==> config.mk <==
export PLATFORM = sky130hd
export DESIGN_NAME = regbank_rr_arbiter
export DESIGN_NICKNAME = d
export VERILOG_FILES = /design/src/rtl/regbank_rr_arbiter.sv
export SDC_FILE = /design/constraint.sdc
export NUM_CORES = 1
export LEC_CHECK = 0
export BUFFER_PORTS_ARGS = -buffer_cell sky130_fd_sc_hd__buf_2
export CAP_MARGIN = 20
export CORE_ASPECT_RATIO = 1.2
export CORE_MARGIN = 2
export CORE_UTILIZATION = 45
export DETAILED_ROUTE_END_ITERATION = 10
export PLACE_DENSITY = 0.66
export SETUP_SLACK_MARGIN = 0.2
export SYNTH_ARGS = -nofsm -noshare
export SYNTH_HDL_FRONTEND = slang
export SYNTH_SLANG_ARGS = --single-unit
==> constraint.sdc <==
create_clock -name clk -period 2.4 [get_ports clk]
set_input_delay 0.36 -clock clk [delete_from_list [all_inputs] [get_ports clk]]
set_output_delay 0.36 -clock clk [all_outputs]
set_load 0.05 [all_outputs]
==> src/rtl/regbank_rr_arbiter.sv <==
// Round-robin access controller in front of a DEPTH x WIDTH flip-flop register bank.
// One requester is granted per transaction; the access is committed at grant and completed one cycle later.
module regbank_rr_arbiter #(
  parameter int NREQ  = 4,
  parameter int WIDTH = 8,
  parameter int DEPTH = 8,
  parameter int AW    = 3
) (
  input  logic                  clk,
  input  logic                  rst,
  input  logic [NREQ-1:0]       req,
  input  logic [NREQ-1:0]       we,
  input  logic [NREQ*AW-1:0]    addr,
  input  logic [NREQ*WIDTH-1:0] wdata,
  output logic [NREQ-1:0]       gnt,
  output logic                  ack,
  output logic [WIDTH-1:0]      rdata,
  output logic                  busy
);

  localparam int PW = (NREQ > 1) ? $clog2(NREQ) : 1;
  localparam int IW = (DEPTH > 1) ? $clog2(DEPTH) : 1;
  localparam logic [AW:0] DEPTH_L = (AW+1)'(DEPTH);

  typedef enum logic {IDLE, SERVE} state_t;

  state_t            state, state_nxt;
  logic [PW-1:0]     rr_ptr;
  logic [PW-1:0]     win;
  logic [NREQ-1:0]   gnt_nxt;
  logic              busy_nxt;
  logic              ack_nxt;
  logic              latch;
  logic              serve;

  logic              we_p1;
  logic [AW-1:0]     addr_p1;
  logic [WIDTH-1:0]  wdata_p1;
  logic [PW-1:0]     idx_p1;
  logic              in_range_p1;
  logic [IW-1:0]     bidx_p1;
  logic [PW-1:0]     ptr_after;

  logic [WIDTH-1:0]  bank [DEPTH];

  // First requester at or after the pointer, scanning modulo NREQ.
  function automatic logic [PW-1:0] pick(input logic [NREQ-1:0] r, input logic [PW-1:0] p);
    logic [PW-1:0] w;
    logic          found;
    int            idx;
    w     = '0;
    found = 1'b0;
    for (int k = 0; k < NREQ; k++) begin
      idx = (int'(p) + k) % NREQ;
      if (!found && r[idx]) begin
        w     = PW'(idx);
        found = 1'b1;
      end
    end
    return w;
  endfunction

  assign win         = pick(req, rr_ptr);
  assign in_range_p1 = ({1'b0, addr_p1} < DEPTH_L);
  assign bidx_p1     = addr_p1[IW-1:0];
  assign ptr_after   = (int'(idx_p1) == NREQ - 1) ? '0 : idx_p1 + 1'b1;

  always_comb begin
    state_nxt = state;
    gnt_nxt   = '0;
    busy_nxt  = 1'b0;
    ack_nxt   = 1'b0;
    latch     = 1'b0;
    serve     = 1'b0;
    case (state)
      IDLE: begin
        if (|req) begin
          state_nxt    = SERVE;
          gnt_nxt[win] = 1'b1;
          busy_nxt     = 1'b1;
          latch        = 1'b1;
        end
      end
      SERVE: begin
        state_nxt = IDLE;
        ack_nxt   = 1'b1;
        serve     = 1'b1;
      end
      default: state_nxt = IDLE;
    endcase
  end

  always_ff @(posedge clk) begin
    if (rst) begin
      state  <= IDLE;
      gnt    <= '0;
      busy   <= 1'b0;
      ack    <= 1'b0;
      rr_ptr <= '0;
    end else begin
      state <= state_nxt;
      gnt   <= gnt_nxt;
      busy  <= busy_nxt;
      ack   <= ack_nxt;
      if (serve) rr_ptr <= ptr_after;
    end
  end

  // Stage p1: winner's request captured at grant; later input changes are ignored.
  always_ff @(posedge clk) begin
    if (latch) begin
      we_p1    <= we[win];
      addr_p1  <= addr[int'(win)*AW +: AW];
      wdata_p1 <= wdata[int'(win)*WIDTH +: WIDTH];
      idx_p1   <= win;
    end
  end

  // Stage p2: bank access; out-of-range writes are dropped and reads return zero.
  always_ff @(posedge clk) begin
    if (rst) begin
      for (int i = 0; i < DEPTH; i++) bank[i] <= '0;
      rdata <= '0;
    end else if (serve) begin
      if (we_p1) begin
        if (in_range_p1) bank[bidx_p1] <= wdata_p1;
      end else begin
        rdata <= in_range_p1 ? bank[bidx_p1] : '0;
      end
    end
  end

endmodule

==> qor.log, run 1 <==
[sta] Max-slew headroom 55.4%
[synthesis] number of distinct library cell variants in the gate-level netlist after synthesis 32
[synthesis] cells after synthesis 298
[synthesis] mean post-synth cell area 14.5 um^2
[grt] number of antenna violations at the first check in global routing 0
[drt] per-cell via count in the routed design 5.08
[finish] final design utilization 54.4%
[clock_network] clock tree root buffer cell sky130_fd_sc_hd__clkbuf_16
[pwr] NetSw 0.00101 W
[pwr] total power after layout 0.00405 W
[floorplanning] height of the chip 111 um
[clock_network] clk slew on worst S/H paths 0.06 ns
[critical_path] crit path launch type register
[run] number of maximum-capacitance violations 0
[grt] grt total ovfl 0
[clock_network] number of sinks handled by clock tree synthesis 94
[clock_network] clock tree from TritonCTS yes
[finish] fill cell total of the finished layout 812
[place] HPWL after detailed placement 6200 um
[critical_path] crit path DAT 1.91 ns
[drt] via count 2564
[finish] share of final-layout standard cells stronger than drive strength 1 32.2%
[critical_path] type of the worst setup path register to register
[clock_network] Inserted Clock Buffers 9
[finish] most frequent cells in the layout sky130_fd_sc_hd__edfxtp_1, sky130_fd_sc_hd__buf_2, sky130_fd_sc_hd__and2_1, sky130_fd_sc_hd__mux2i_1
[drt] Detailed Route Iter0 Violations 205
[finish] number of standard cells in the layout, taps in and fillers out 505
[run_status] run status finished clean
[synthesis] sequential fraction of the synthesis area 61.5%
[clock_network] Clock Path Buffers 2
[floorplanning] area inside the core boundary 0.00947 mm^2
[drt] count of nets left with antenna violations after detail routing 0
[grt] pin count of the biggest net entering global routing 30
[clock_network] cts-stage hold buffer count 0
[place] GPL Wtd Cong 0.755
[floorplanning] Std-Cell Rows 39
[synthesis] synthesized netlist net count 353
[synthesis] flops & latches, synth 94
[hold_path] class of the most critical hold timing path primary input to register
[place] port buffer count 67
[grt] number of global-route vias before repair 2653
[pwr] Leakage 2.08 nW
[finish] number of nets in the layout 432
[floorplanning] die boundary width 93.6 um
[pwr] internal power consumption 0.00304 W
[sta] number of failing setup endpoints in the final timing report 0
[sta] worst-margin pin slew 0.669 ns
[drt] iteration count of the initial detailed-routing pass 4
[sta] part of the cycle the worst path needs 78.2%
[sta] final number of hold-violating endpoints 0
[drt] Routed wire per std cell 16.8 um
[floorplanning] die area 0.0104 mm^2
[clock_network] Resize count post-CTS 0
[critical_path] Critical Path End Type register
[pwr] switching share of power 25.0%
[drt] sum of routed wire length over all layers 8470 um
[drt] final routed DRC violation total 0
[sta] fmax 533 MHz
[sta] Pins Over Slew Limit 0
[finish] most common cell after layout, fill and taps aside sky130_fd_sc_hd__edfxtp_1
[sta] setup repair after global routing missed its margin false
[clock_network] htree depth 3
[pwr] largest vdd supply drop 0.418 mV
[synthesis] total number of yosys warnings 0
[sta] final period demand of the worst path 1.88 ns
[finish] Antenna Cells 0
[place] number of cells in the design after placement 489
[critical_path] worst endpoint required time 2.44 ns
[pwr] fraction of power consumed by combinational cells 14.8%
[pwr] power density cells 786 mW/mm^2
[floorplanning] starting utilization of the core area 45.8%
[clock_network] Setup Buffers After CTS 0
[finish] area grow syn2layout 18.9%
[critical_path] biggest fanout along the worst timing path 10
[clock_network] worst skew pair latency 0.34 ns
[floorplanning] I/O pins 68
[pwr] part of the power in the clock network 35.6%
[sta] Final TNS setup 0 ns
[sta] worst clock skew 0.00719 ns
[grt] Global Route Usage Sum 17.6%
[synthesis] cell area after technology mapping 0.00433 mm^2
[grt] global-route wire length before repair 13600 um
[pwr] portion of total power attributed to sequential cells 49.7%
## synth_stat cells (all sizes together)
| library cell | instances | area (um^2) |
|---|---|---|
| o22ai | 2 | 12.5 |
| mux4 | 16 | 360 |
| nor3b | 1 | 7.51 |
| edfxtp | 78 | 2340 |
| nor2 | 12 | 50.1 |
| o21ai | 8 | 40.0 |
| ha | 1 | 12.5 |
| a21o | 1 | 7.51 |
| nand4b | 1 | 8.76 |
| nand2 | 11 | 41.3 |
| and3 | 1 | 6.26 |
| nor2b | 3 | 18.8 |
| nand2b | 2 | 12.5 |
| and2 | 64 | 400 |
| a21oi | 4 | 23.8 |
| inv | 4 | 15.0 |
| or3 | 1 | 6.26 |
| or2 | 8 | 50.1 |
| nand3b | 1 | 7.51 |
| and3b | 2 | 17.5 |
| mux2i | 46 | 460 |
| clkbuf | 3 | 11.3 |
| nor3 | 2 | 10.0 |
| a31oi | 1 | 6.26 |
| buf | 8 | 72.6 |
| dfxtp | 16 | 320 |
| o22a | 1 | 10.0 |
## power groups by stage
stage                     Combinational, W  Sequential (W)  Clock (W)
after floorplan                   0.000413         0.00204          0
after global placement            0.000601         0.00204          0
after detailed placement          0.000609         0.00205          0
after CTS                         0.000610         0.00201    0.00146
after global routing              0.000650         0.00203    0.00151
final                             0.000598         0.00201    0.00144
## through the flow
stage          worst slack (ns)  hold WS, ns  instance area, um^2
2_1_floorplan             0.337        0.443                 4330
3_3_place_gp              0.521        0.434                 4840
3_5_place_dp              0.494        0.437                 4840
4_1_cts                   0.525        0.356                 5150
5_1_grt                   0.454        0.400                 5150
6_report                  0.523        0.361                 5150
## cells by family (layout without fill, tap and decap cells)
family | after synthesis | count (layout) | share of synthesized area, %
buf+inv | 15 | 99 | 2.28
compound gates | 17 | 17 | 2.31
simple gates | 109 | 109 | 14.7
fa+ha+maj | 1 | 1 | 0.289
mux | 62 | 62 | 18.9
flops | 94 | 94 | 61.5
## final cells by class
type | instances | area [um^2] | share of cell area (%)
Clock buffer | 11 | 253 | 4.91
Clock inverter | 5 | 57.6 | 1.12
Multi-Input combinational cell | 189 | 1570 | 30.5
Sequential cell | 94 | 2660 | 51.7
Inverter | 4 | 15.0 | 0.292
Tap cell | 123 | 154 | 2.99
Timing Repair Buffer | 79 | 438 | 8.50
## registers in the layout, indices dropped and copies added, names as in the netlist
register	flops
ack	1
idx_p1	2
rr_ptr	2
addr_p1	3
gnt	4
rdata	8
we_p1	1
busy	1
wdata_p1	8
bank	64
## routing by layer
layer / part of all wire, % / wire, um / vias up / GRT usage, %
li1: - / - / 1253 / -
met1: 40 / 3380 / 1212 / 20.5
met2: 54 / 4540 / 88 / 31.4
met3: 4.6 / 386 / 11 / 3.59
met4: 2.0 / 172 / 0 / 6.96
met5: 0 / 0 / - / 0
## path summary, 6_finish.rpt
path,slack [ns],to,from,depth (start not counted)
max,0.52,bank[1][5],addr_p1[2],3
min,0.36,rr_ptr[1],rst,2
max reg2reg,0.52,bank[1][5],addr_p1[2],3
min reg2reg,0.45,rdata[1],rdata[1],2
## worst max-delay path, stage by stage (launching register included)
cell                       delay [ns]
sky130_fd_sc_hd__edfxtp_1        0.59
sky130_fd_sc_hd__or3_1           0.47
sky130_fd_sc_hd__nor2_2          0.24
sky130_fd_sc_hd__or2_2           0.27
Power figures use the tool's default switching activity.
==> run 2, diff against run 1 <==
- ABC_AREA: default -> 1
- PLACE_DENSITY: 0.66 -> 0.68
- clock period: 2.4 -> 1.5 ns (I/O delays scaled with it)
==> qor.log, run 2 <==
[run_status] run status finished, violations left
[run_status] violations in the final reports setup timing
[grt] Global Route Usage Sum 25.9%
[critical_path] crit path DAT 2.02 ns
[sta] final hold slack 0.233 ns
[synthesis] cell taking the most area after synthesis sky130_fd_sc_hd__edfxtp_1
[floorplanning] area inside the core boundary 0.00956 mm^2
[finish] most common cell after layout, fill and taps aside sky130_fd_sc_hd__nand2_1
[floorplanning] Std-Cell Rows 39
[pwr] power density cells 1440 mW/mm^2
[finish] area grow syn2layout 66.7%
[finish] Antenna Cells 0
[sta] final number of hold-violating endpoints 0
[synthesis] proportion of synthesized flip-flops having asynchronous set or reset 0%
[synthesis] fraction of post-synthesis cell area in the top cell type by area 52.5%
[sta] setup repair after global routing missed its margin true
[clock_network] number of sinks handled by clock tree synthesis 94
[clock_network] Clock Path Buffers 2
[sta] fmax 523 MHz
[sta] worst clock skew 0.00909 ns
[pwr] largest vdd supply drop 0.850 mV
[floorplanning] I/O pins 68
[drt] sum of routed wire length over all layers 14600 um
[finish] number of nets in the layout 688
[run] number of maximum-capacitance violations 0
[floorplanning] die area 0.0107 mm^2
[critical_path] cell with the largest stage delay on the worst path sky130_fd_sc_hd__dfxtp_4
[drt] iteration count of the initial detailed-routing pass 5
[drt] via count 4232
[critical_path] type of the worst setup path register to register
[synthesis] count of flip-flops with a built-in enable after synthesis 78
[clock_network] clock tree from TritonCTS yes
[drt] final routed DRC violation total 0
[sta] Worst Setup Slack, final -0.412 ns
[hold_path] class of the most critical hold timing path primary input to register
[critical_path] launch instance of the worst register-to-register path rr_ptr[0]
[place] port buffer count 67
[critical_path] biggest fanout along the worst timing path 6
[drt] Routed wire per std cell 19.2 um
[synthesis] cells after synthesis 485
[clock_network] cts-stage hold buffer count 0
[critical_path] Critical Path Source rr_ptr[0]
[drt] per-cell via count in the routed design 5.56
[drt] Detailed Route Iter0 Violations 323
[clock_network] clock tree root buffer cell sky130_fd_sc_hd__clkbuf_16
[grt] number of antenna violations at the first check in global routing 0
[synthesis] top area cells in the synthesized netlist sky130_fd_sc_hd__edfxtp_1, sky130_fd_sc_hd__nand2_1, sky130_fd_sc_hd__dfxtp_1
[pwr] Leakage 3.02 nW
[synthesis] mean post-synth cell area 9.20 um^2
[finish] number of standard cells in the layout, taps in and fillers out 761
[grt] grt total ovfl 0
[floorplanning] height of the chip 113 um
[synthesis] cell area after technology mapping 0.00446 mm^2
[sta] Pins Over Slew Limit 0
[synthesis] ys flop type sky130_fd_sc_hd__edfxtp_1
[sta] Max-slew headroom 48.7%
[sta] number of failing setup endpoints in the final timing report 81
[finish] largest registers ranked by flip-flop count bank x64, rdata x8, wdata_p1 x8
[floorplanning] die boundary width 94.9 um
[hold_path] startpoint of the lowest-slack hold path addr[11]
[synthesis] Post-synth top cells sky130_fd_sc_hd__nand2_1, sky130_fd_sc_hd__edfxtp_1, sky130_fd_sc_hd__nor2_1, sky130_fd_sc_hd__nand3_1
[drt] count of nets left with antenna violations after detail routing 0
[floorplanning] starting utilization of the core area 46.6%
[place] GPL Wtd Cong 0.847
[critical_path] maximum cell stage delay along the critical path 0.38 ns
[synthesis] cell with the most instances after synthesis sky130_fd_sc_hd__nand2_1
[clock_network] worst skew pair latency 0.35 ns
[synthesis] sequential fraction of the synthesis area 59.7%
[place] HPWL after detailed placement 8070 um
[critical_path] worst endpoint required time 1.61 ns
[finish] most frequent cells in the layout sky130_fd_sc_hd__nand2_1, sky130_fd_sc_hd__edfxtp_1, sky130_fd_sc_hd__buf_2, sky130_fd_sc_hd__nor2_4, sky130_fd_sc_hd__buf_4
[synthesis] flops & latches, synth 94
[synthesis] total number of yosys warnings 0
[synthesis] synthesized netlist net count 540
[sta] final period demand of the worst path 1.91 ns
[critical_path] critical path depth 13
[clock_network] htree depth 3
[grt] global-route wire length before repair 20700 um
[finish] share of final-layout standard cells stronger than drive strength 1 53.4%
[critical_path] CP Cell Sequence buf_12 > inv_8 > nand2_2 > nand2_4 > nand2_4 > nand2_8 > nor2_8 > nand2_1 > nand4_1 > nand2_4 > buf_6 > nand2_1 > nand2_1
[finish] max FFs per register 64
[finish] largest reg by FF count bank
[critical_path] number of buffer and inverter instances along the worst setup path 3
[critical_path] family of cells with the greatest summed delay on the critical path simple AND/OR/NAND/NOR gates
[clock_network] Inserted Clock Buffers 9
[sta] part of the cycle the worst path needs 127%
[grt] number of global-route vias before repair 4056
[critical_path] Critical Path End Type register
[clock_network] clk slew on worst S/H paths 0.07 ns
[hold_path] Hold Path Depth 5
[critical_path] crit path launch type register
[sta] worst-margin pin slew 0.768 ns
[synthesis] number of distinct library cell variants in the gate-level netlist after synthesis 28
[critical_path] length in cells of the worst reg-to-reg path 13
[place] number of cells in the design after placement 709
[grt] pin count of the biggest net entering global routing 28
run 2: timing repair:
item / 4_1_cts / 5_1_grt
setup endpoints to repair: 155 / 154
gates cloned: 8 / 2
pin swaps: 43 / 45
buffers inserted: 19 / 7
hold endpoints to repair: 0 / 0
resized for setup: 168 / 113
run 2: per-stage QoR:
stage / utilization (%) / instance area [um^2] / total power [W] / setup TNS (ns) / worst slack, ns
6_report: 77.7 / 7440 / 0.0107 / -7.43 / -0.412
3_3_place_gp: 58.0 / 5550 / 0.00632 / -5.35 / -0.331
2_1_floorplan: - / 4710 / 0.00535 / -3.28 / -0.217
4_1_cts: 71.8 / 6870 / 0.00989 / -5.27 / -0.319
3_5_place_dp: 58.0 / 5550 / 0.00638 / -6.65 / -0.401
5_1_grt: 77.7 / 7440 / 0.0111 / -12.95 / -0.522
run 2: path summary, 6_finish.rpt:
path                               endpoint  slack, ns
worst max-delay path            wdata_p1[0]      -0.41
worst min-delay path             addr_p1[2]       0.23
worst max register to register  wdata_p1[0]      -0.41
worst min register to register     rdata[5]       0.47
run 2: kinds of logic after synthesis:
logic type | count (synthesis) | synth area share, %
and+or+nand+nor | 299 | 29.0
DFF | 94 | 59.7
AOI/OAI and AO/OA | 47 | 6.40
buffers and inverters | 44 | 4.60
adders and majority gates | 1 | 0.280
run 2: tightest hold or removal path, cell delays in order:
cell,delay [ns]
sky130_fd_sc_hd__buf_2,0.07
sky130_fd_sc_hd__nand2_1,0.04
sky130_fd_sc_hd__nand2_1,0.05
sky130_fd_sc_hd__nand2_1,0.04
sky130_fd_sc_hd__nand2_1,0.04
run 2: area by class of cell:
cell class	count	area, um^2
inverters	26	123
well taps	123	154
fillers	559	2130
multi-input cells	352	2770
clock inverters	4	47.5
repair buffers	150	1420
clock buffers	12	246
flip-flops and latches	94	2670
run 2: power breakdown:
part | total [W] | internal [W] | switching [W]
combinational | 0.00506 | 0.00203 | 0.00303
clock | 0.00232 | 0.00133 | 0.000982
sequential | 0.00333 | 0.00318 | 0.000144
run 2: metal layers:
metal | wire length, um | track usage (%)
met1 | 5400 | 29.3
met2 | 7740 | 45.1
met3 | 833 | 5.66
met4 | 666 | 13.6
met5 | 0 | 0
